**config.mk**
```make
export PLATFORM = sky130hd
export DESIGN_NAME = magic_nor_sequencer
export DESIGN_NICKNAME = d
export VERILOG_FILES = /design/src/rtl/magic_nor_sequencer.sv
export SDC_FILE = /design/constraint.sdc
export NUM_CORES = 2
export LEC_CHECK = 0
export ABC_AREA = 0
export CORE_MARGIN = 2
export CORE_UTILIZATION = 40
export DETAILED_ROUTE_END_ITERATION = 7
export DONT_BUFFER_PORTS = 1
export GPL_ROUTABILITY_DRIVEN = 0
export GPL_TIMING_DRIVEN = 0
export HOLD_SLACK_MARGIN = 0.08
export PLACE_DENSITY = 0.64
export RECOVER_POWER = 50
export SYNTH_ARGS = -nofsm -noshare
export SYNTH_HDL_FRONTEND = slang
export SYNTH_SLANG_ARGS = --single-unit
```
**constraint.sdc**
```tcl
create_clock -name clk -period 4.7 [get_ports clk]
set_clock_uncertainty 0.1 [all_clocks]
set_input_delay 0.47 -clock clk [delete_from_list [all_inputs] [get_ports clk]]
set_output_delay 0.47 -clock clk [all_outputs]
set_load 0.1 [all_outputs]
```
**src/rtl/magic_nor_sequencer.sv**
```systemverilog
`timescale 1ns/1ps
// magic_nor_sequencer: runs a stored NOR/NOT micro-op program over an emulated
// MAGIC memristor row of 1-bit cells. Each gate is a two-phase INIT/EVAL pair.
// Optional busy-cycle counter: define MAGIC_SEQ_CYCLE_CNT_EN to build it;
// otherwise cycle_cnt is tied to zero.
module magic_nor_sequencer #(
    parameter int unsigned NUM_CELLS  = 64,
    parameter int unsigned PROG_DEPTH = 64,
    parameter int unsigned CELL_AW    = 6,
    parameter int unsigned PC_W       = 6
) (
    input  logic                   clk,
    input  logic                   rst_n,
    input  logic                   prog_we,
    input  logic [PC_W-1:0]        prog_addr,
    input  logic [2+3*CELL_AW-1:0] prog_data,
    input  logic                   start,
    input  logic [7:0]             x,
    input  logic [CELL_AW-1:0]     res_sel,
    output logic                   busy,
    output logic                   done,
    output logic                   z,
    output logic                   err,
    output logic [15:0]            cycle_cnt
);

    localparam int unsigned INSTR_W    = 2 + 3 * CELL_AW;
    localparam int unsigned CELL_SPACE = 1 << CELL_AW;

    localparam logic [1:0] OP_NOR  = 2'b00;
    localparam logic [1:0] OP_NOT  = 2'b01;
    localparam logic [1:0] OP_HALT = 2'b10;
    localparam logic [1:0] OP_NOP  = 2'b11;

    localparam logic [2:0] S_IDLE  = 3'd0;
    localparam logic [2:0] S_LOAD  = 3'd1;
    localparam logic [2:0] S_FETCH = 3'd2;
    localparam logic [2:0] S_INIT  = 3'd3;
    localparam logic [2:0] S_EVAL  = 3'd4;
    localparam logic [2:0] S_DONE  = 3'd5;

    logic [INSTR_W-1:0]    prog_mem [PROG_DEPTH];

    logic [2:0]            state_q, state_d;
    logic [PC_W-1:0]       pc_q, pc_d;
    logic [CELL_SPACE-1:0] cell_q, cell_d;
    logic [7:0]            x_q, x_d;
    logic [CELL_AW-1:0]    sel_q, sel_d;
    logic                  busy_q, busy_d;
    logic                  done_q, done_d;
    logic                  z_q, z_d;
    logic                  err_q, err_d;

    logic [INSTR_W-1:0]    instr;
    logic [1:0]            op;
    logic [CELL_AW-1:0]    src_a, src_b, dst;
    logic                  opnd_a, opnd_b;
    logic                  pc_last;

    // Instruction decode; the program is frozen while busy so pc indexes it directly
    assign instr   = prog_mem[pc_q];
    assign op      = instr[INSTR_W-1 -: 2];
    assign src_a   = instr[3*CELL_AW-1 -: CELL_AW];
    assign src_b   = instr[2*CELL_AW-1 -: CELL_AW];
    assign dst     = instr[CELL_AW-1:0];
    assign opnd_a  = cell_q[src_a];
    assign opnd_b  = (op == OP_NOT) ? 1'b0 : cell_q[src_b];
    assign pc_last = (pc_q == PC_W'(PROG_DEPTH - 1));

    // Program memory: host writes accepted only while idle, never reset
    always_ff @(posedge clk) begin
        if (prog_we && (state_q == S_IDLE)) begin
            prog_mem[prog_addr] <= prog_data;
        end
    end

    // Next-state, cell update and registered-output logic
    always_comb begin
        state_d = state_q;
        pc_d    = pc_q;
        cell_d  = cell_q;
        x_d     = x_q;
        sel_d   = sel_q;
        busy_d  = busy_q;
        done_d  = 1'b0;
        z_d     = z_q;
        err_d   = err_q;

        case (state_q)
            S_IDLE: begin
                if (start) begin
                    x_d     = x;
                    sel_d   = res_sel;
                    busy_d  = 1'b1;
                    state_d = S_LOAD;
                end
            end
            S_LOAD: begin
                cell_d      = '0;
                cell_d[7:0] = x_q;
                pc_d        = '0;
                state_d     = S_FETCH;
            end
            S_FETCH: begin
                case (op)
                    OP_NOR, OP_NOT: state_d = S_INIT;
                    OP_HALT: begin
                        state_d = S_DONE;
                        done_d  = 1'b1;
                        err_d   = 1'b0;
                    end
                    default: begin
                        if (pc_last) begin
                            state_d = S_DONE;
                            done_d  = 1'b1;
                            err_d   = 1'b1;
                        end else begin
                            pc_d = pc_q + PC_W'(1);
                        end
                    end
                endcase
            end
            S_INIT: begin
                cell_d[dst] = 1'b1;
                state_d     = S_EVAL;
            end
            S_EVAL: begin
                // Conditional pull-down; a source aliased to dst was already set by INIT
                cell_d[dst] = cell_q[dst] & ~(opnd_a | opnd_b);
                if (pc_last) begin
                    state_d = S_DONE;
                    done_d  = 1'b1;
                    err_d   = 1'b1;
                end else begin
                    pc_d    = pc_q + PC_W'(1);
                    state_d = S_FETCH;
                end
            end
            S_DONE: begin
                busy_d  = 1'b0;
                state_d = S_IDLE;
            end
            default: begin
                busy_d  = 1'b0;
                state_d = S_IDLE;
            end
        endcase

        // Addresses beyond the physical row read as 0 and absorb writes
        for (int unsigned i = NUM_CELLS; i < CELL_SPACE; i++) begin
            cell_d[CELL_AW'(i)] = 1'b0;
        end

        // Result captured on entry to DONE so z is valid alongside done
        if (done_d) begin
            z_d = cell_d[sel_q];
        end
    end

    // State and datapath registers with synchronous active-low reset
    always_ff @(posedge clk) begin
        if (!rst_n) begin
            state_q <= S_IDLE;
            pc_q    <= '0;
            cell_q  <= '0;
            x_q     <= '0;
            sel_q   <= '0;
            busy_q  <= 1'b0;
            done_q  <= 1'b0;
            z_q     <= 1'b0;
            err_q   <= 1'b0;
        end else begin
            state_q <= state_d;
            pc_q    <= pc_d;
            cell_q  <= cell_d;
            x_q     <= x_d;
            sel_q   <= sel_d;
            busy_q  <= busy_d;
            done_q  <= done_d;
            z_q     <= z_d;
            err_q   <= err_d;
        end
    end

`ifdef MAGIC_SEQ_CYCLE_CNT_EN
    logic [15:0] cnt_q, cnt_d;

    // Busy-cycle counter: clears on accept, saturates, holds while idle
    always_comb begin
        cnt_d = cnt_q;
        if ((state_q == S_IDLE) && start) begin
            cnt_d = '0;
        end else if (busy_q && (cnt_q != 16'hFFFF)) begin
            cnt_d = cnt_q + 16'd1;
        end
    end

    // Counter register
    always_ff @(posedge clk) begin
        if (!rst_n) begin
            cnt_q <= '0;
        end else begin
            cnt_q <= cnt_d;
        end
    end

    assign cycle_cnt = cnt_q;
`else
    assign cycle_cnt = '0;
`endif

    assign busy = busy_q;
    assign done = done_q;
    assign z    = z_q;
    assign err  = err_q;

endmodule
```
==> results.md <==
- Post-Syn Instances: 3268
- Pre-Repair DR Iteration Count: 8
- # rows: 138
- Final #Nets: 3759
- Leakage power total: 0.0219 µW
- Die area: 145000 µm²
- Root buf cell: clkbuf_16
- Initial core utilization: 0.403
- Max Slew Vio Count: 1300
- Share of cells above drive strength 1: 0.303
- Dpl hpwl: 129000 µm
- Synth area leader: edfxtp_1
- Top post-synthesis cells by area: edfxtp_1 67%, mux4_2 11%, mux2i_1 3.4%, dfxtp_1 3.4%, a22oi_1 1.4%
- Final hold violations: 0
- Failing checks: DRC, capacitance limit, slew limit, setup timing
- Pin count of the biggest net entering global routing: 65
- Crit-path max FO: 10
- Worst Tran Pin Value: 3.02 ns
- Worst hold path class: input port to register
- CP required: 5.24 ns
- Setup Crit Path Kind: register to register
- Remaining antenna violation count: 0
- Clk sinks: 1377
- Ys flop type: edfxtp_1
- Commonest non-fill, non-tap cells in the layout: 1280 x edfxtp_1, 274 x mux4_2, 184 x mux2i_1, 159 x nand2_1, 141 x clkbuf_16
- Run status: complete, but fails checks
- Vias per inst: 6.43
- Area growth syn-to-layout: 23.4%
- Register area share after synthesis: 0.709
- Max cap viols: 20
- Yosys reg bits: 1377
- Final Cell Area: 70300 µm²
- Final Worst Setup Slack: -1.30 ns
- Met1 Usage GRT: 0.363
- Setup TNS: -25.41 ns
- DRC viols: 2
- Post-synth EDFFs: 1280
- Startpoint types: register
- Core outline area: 141000 µm²
- Fin crit share: 1.28
- Wire per inst: 34.7 µm
- GRT Overall Usage: 0.267
- Antenna violations before repair: 5
- First-pass GRT wire length: 271000 µm
- Overflow after GRT: 0
- Unrepaired setup endpoints after global routing: true
- Post-synthesis instance area: 57000 µm²
- Max Root-Sink Buffers: 3
- Via count: 36700
- WP data arrival: 6.54 ns
- Top-level port count: 64
- CTS Buf Count: 137
- Post-Syn Area per Cell: 17.4 µm²
- Port Buf Inserts: 0
- PwrDens: 484 nW/µm²
- Worst hold start: start
- Ys async rst share: 0
- Clk pin slew, worst setup/hold paths: 0.06 ns
- Max rail drop VDD: 0.000350 V
- Grt peak-use layer: met2
- CTS tree: built
- Setup crit end kind: register
- Met3 Track Usage GR: 0.0726
- Chip Height: 381 µm
- Die X: 381 µm
- Maximum clock frequency: 0.167 GHz
- H-tree levels: 4
- Setup violators final: 65
- Most common cell after layout, fill and taps aside: edfxtp_1
- Slew margin rel.: -1.01
- Final worst path period need: 6.00 ns
- Placed inst area: 61600 µm²
- Vias in the first global route: 34800
- Distinct cells, synth: 99
- Post-synth top area share: 0.675
- WL final: 198000 µm
- DR iter-0 viols: 6512
- GR Util met2: 0.399
- Clock Latency Late Sink: 0.78 ns
- Yosys warnings: 0
area by class of cell:
type / count / area (µm²)
clock inverter: 68 / 732
clock buffer: 173 / 3660
sequential: 1377 / 40400
multi-input combinational: 1676 / 17000
timing repair buffer: 296 / 3840
tap: 1890 / 2360
inverter: 23 / 97.6
antenna: 2 / 5.00
buffer: 203 / 2260
fill: 11300 / 71100
per-stage QoR:
step	utilization	power (µW)	instances	hold slack [ns]	worst slack, ns
after floorplan	-	18500	3283	0.332	-0.159
after global placement	0.421	20500	5173	0.355	-3.42
after detailed placement	0.436	20600	5238	0.354	-3.43
after CTS	0.496	33400	5668	0.174	-1.10
after global routing	0.497	34800	5706	0.149	-1.32
final	0.497	34100	5708	0.149	-1.30
cell usage after synthesis (all sizes together) (63+ instances only):
cell	count
a22oi	106
dfxtp	97
mux4	274
edfxtp	1280
clkbuf	63
nor2	171
a211oi	66
a21oi	137
buf	145
mux2i	195
nand3	69
nand2	169
metal layers:
metal  vias up  wire [µm]
met3       675      26800
met4         4      11700
met1     18700      72700
li1      14200          -
met5         -         34
met2      3101      87000
worst paths after layout:
check | slack (ns) | cells after the start | to
worst min register to register | 0.37 | 2 | x_q[0]
worst max register to register | -1.30 | 25 | z
worst min-delay path | 0.15 | 5 | state_q[2]
worst max-delay path | -1.30 | 25 | z
where the power goes:
group | leakage, µW | internal [µW] | switching, µW | total (µW)
logic | 0.00743 | 4460 | 5080 | 9540
registers | 0.0123 | 13500 | 97.7 | 13600
clock network | 0.00213 | 6110 | 4810 | 10900
state kept, by name, summed over array words and instances, names as in the netlist, named ones only:
signal and cells:
prog_mem 1280, cell_q 64, x_q 8, pc_q 6, sel_q 6, state_q 3, busy 1, done 1
err 1, z 1
cell families after synthesis:
kind of cell	count (synthesis)	share of synthesized area
adders and majority gates	1	0.000220
AOI/OAI and AO/OA	521	0.0643
buffers and inverters	231	0.0235
and+or+nand+nor	642	0.0555
muxes	492	0.147
xor gates and xnor gates	3	0.000461
other	1	0.0000658
DFF	1377	0.709
repair_timing:
action | 4_1_cts | 5_1_grt
hold endpoints to repair | 1315 | 0
resized for setup | 455 | 86
hold buffers | 63 | 0
cloned | 6 | 0
endpoints found under the setup margin | 82 | 67
buffers inserted | 125 | 50
pin swaps | 65 | 23
critical path, stage by stage (launching register included):
cell and delay (ns):
dfxtp_2 0.49, clkbuf_4 0.35, clkbuf_2 0.37, clkbuf_4 0.35, clkbuf_4 0.35, nor3_1 0.11, a211oi_2 0.26, nand3_1 0.19
nand3_4 0.23, buf_4 0.24, mux2i_1 0.20, mux2_1 0.15, a2bb2oi_1 0.17, o211ai_1 0.11, buf_4 0.17, buf_4 0.13
o21a_4 0.25, buf_12 0.14, buf_12 0.13, buf_6 0.12, nor2_4 0.18, inv_2 0.06, o21ai_0 0.29, o2111ai_2 0.21
a311oi_4 0.40, a2111oi_4 0.08
No activity file was read; power rests on OpenSTA's default activity.
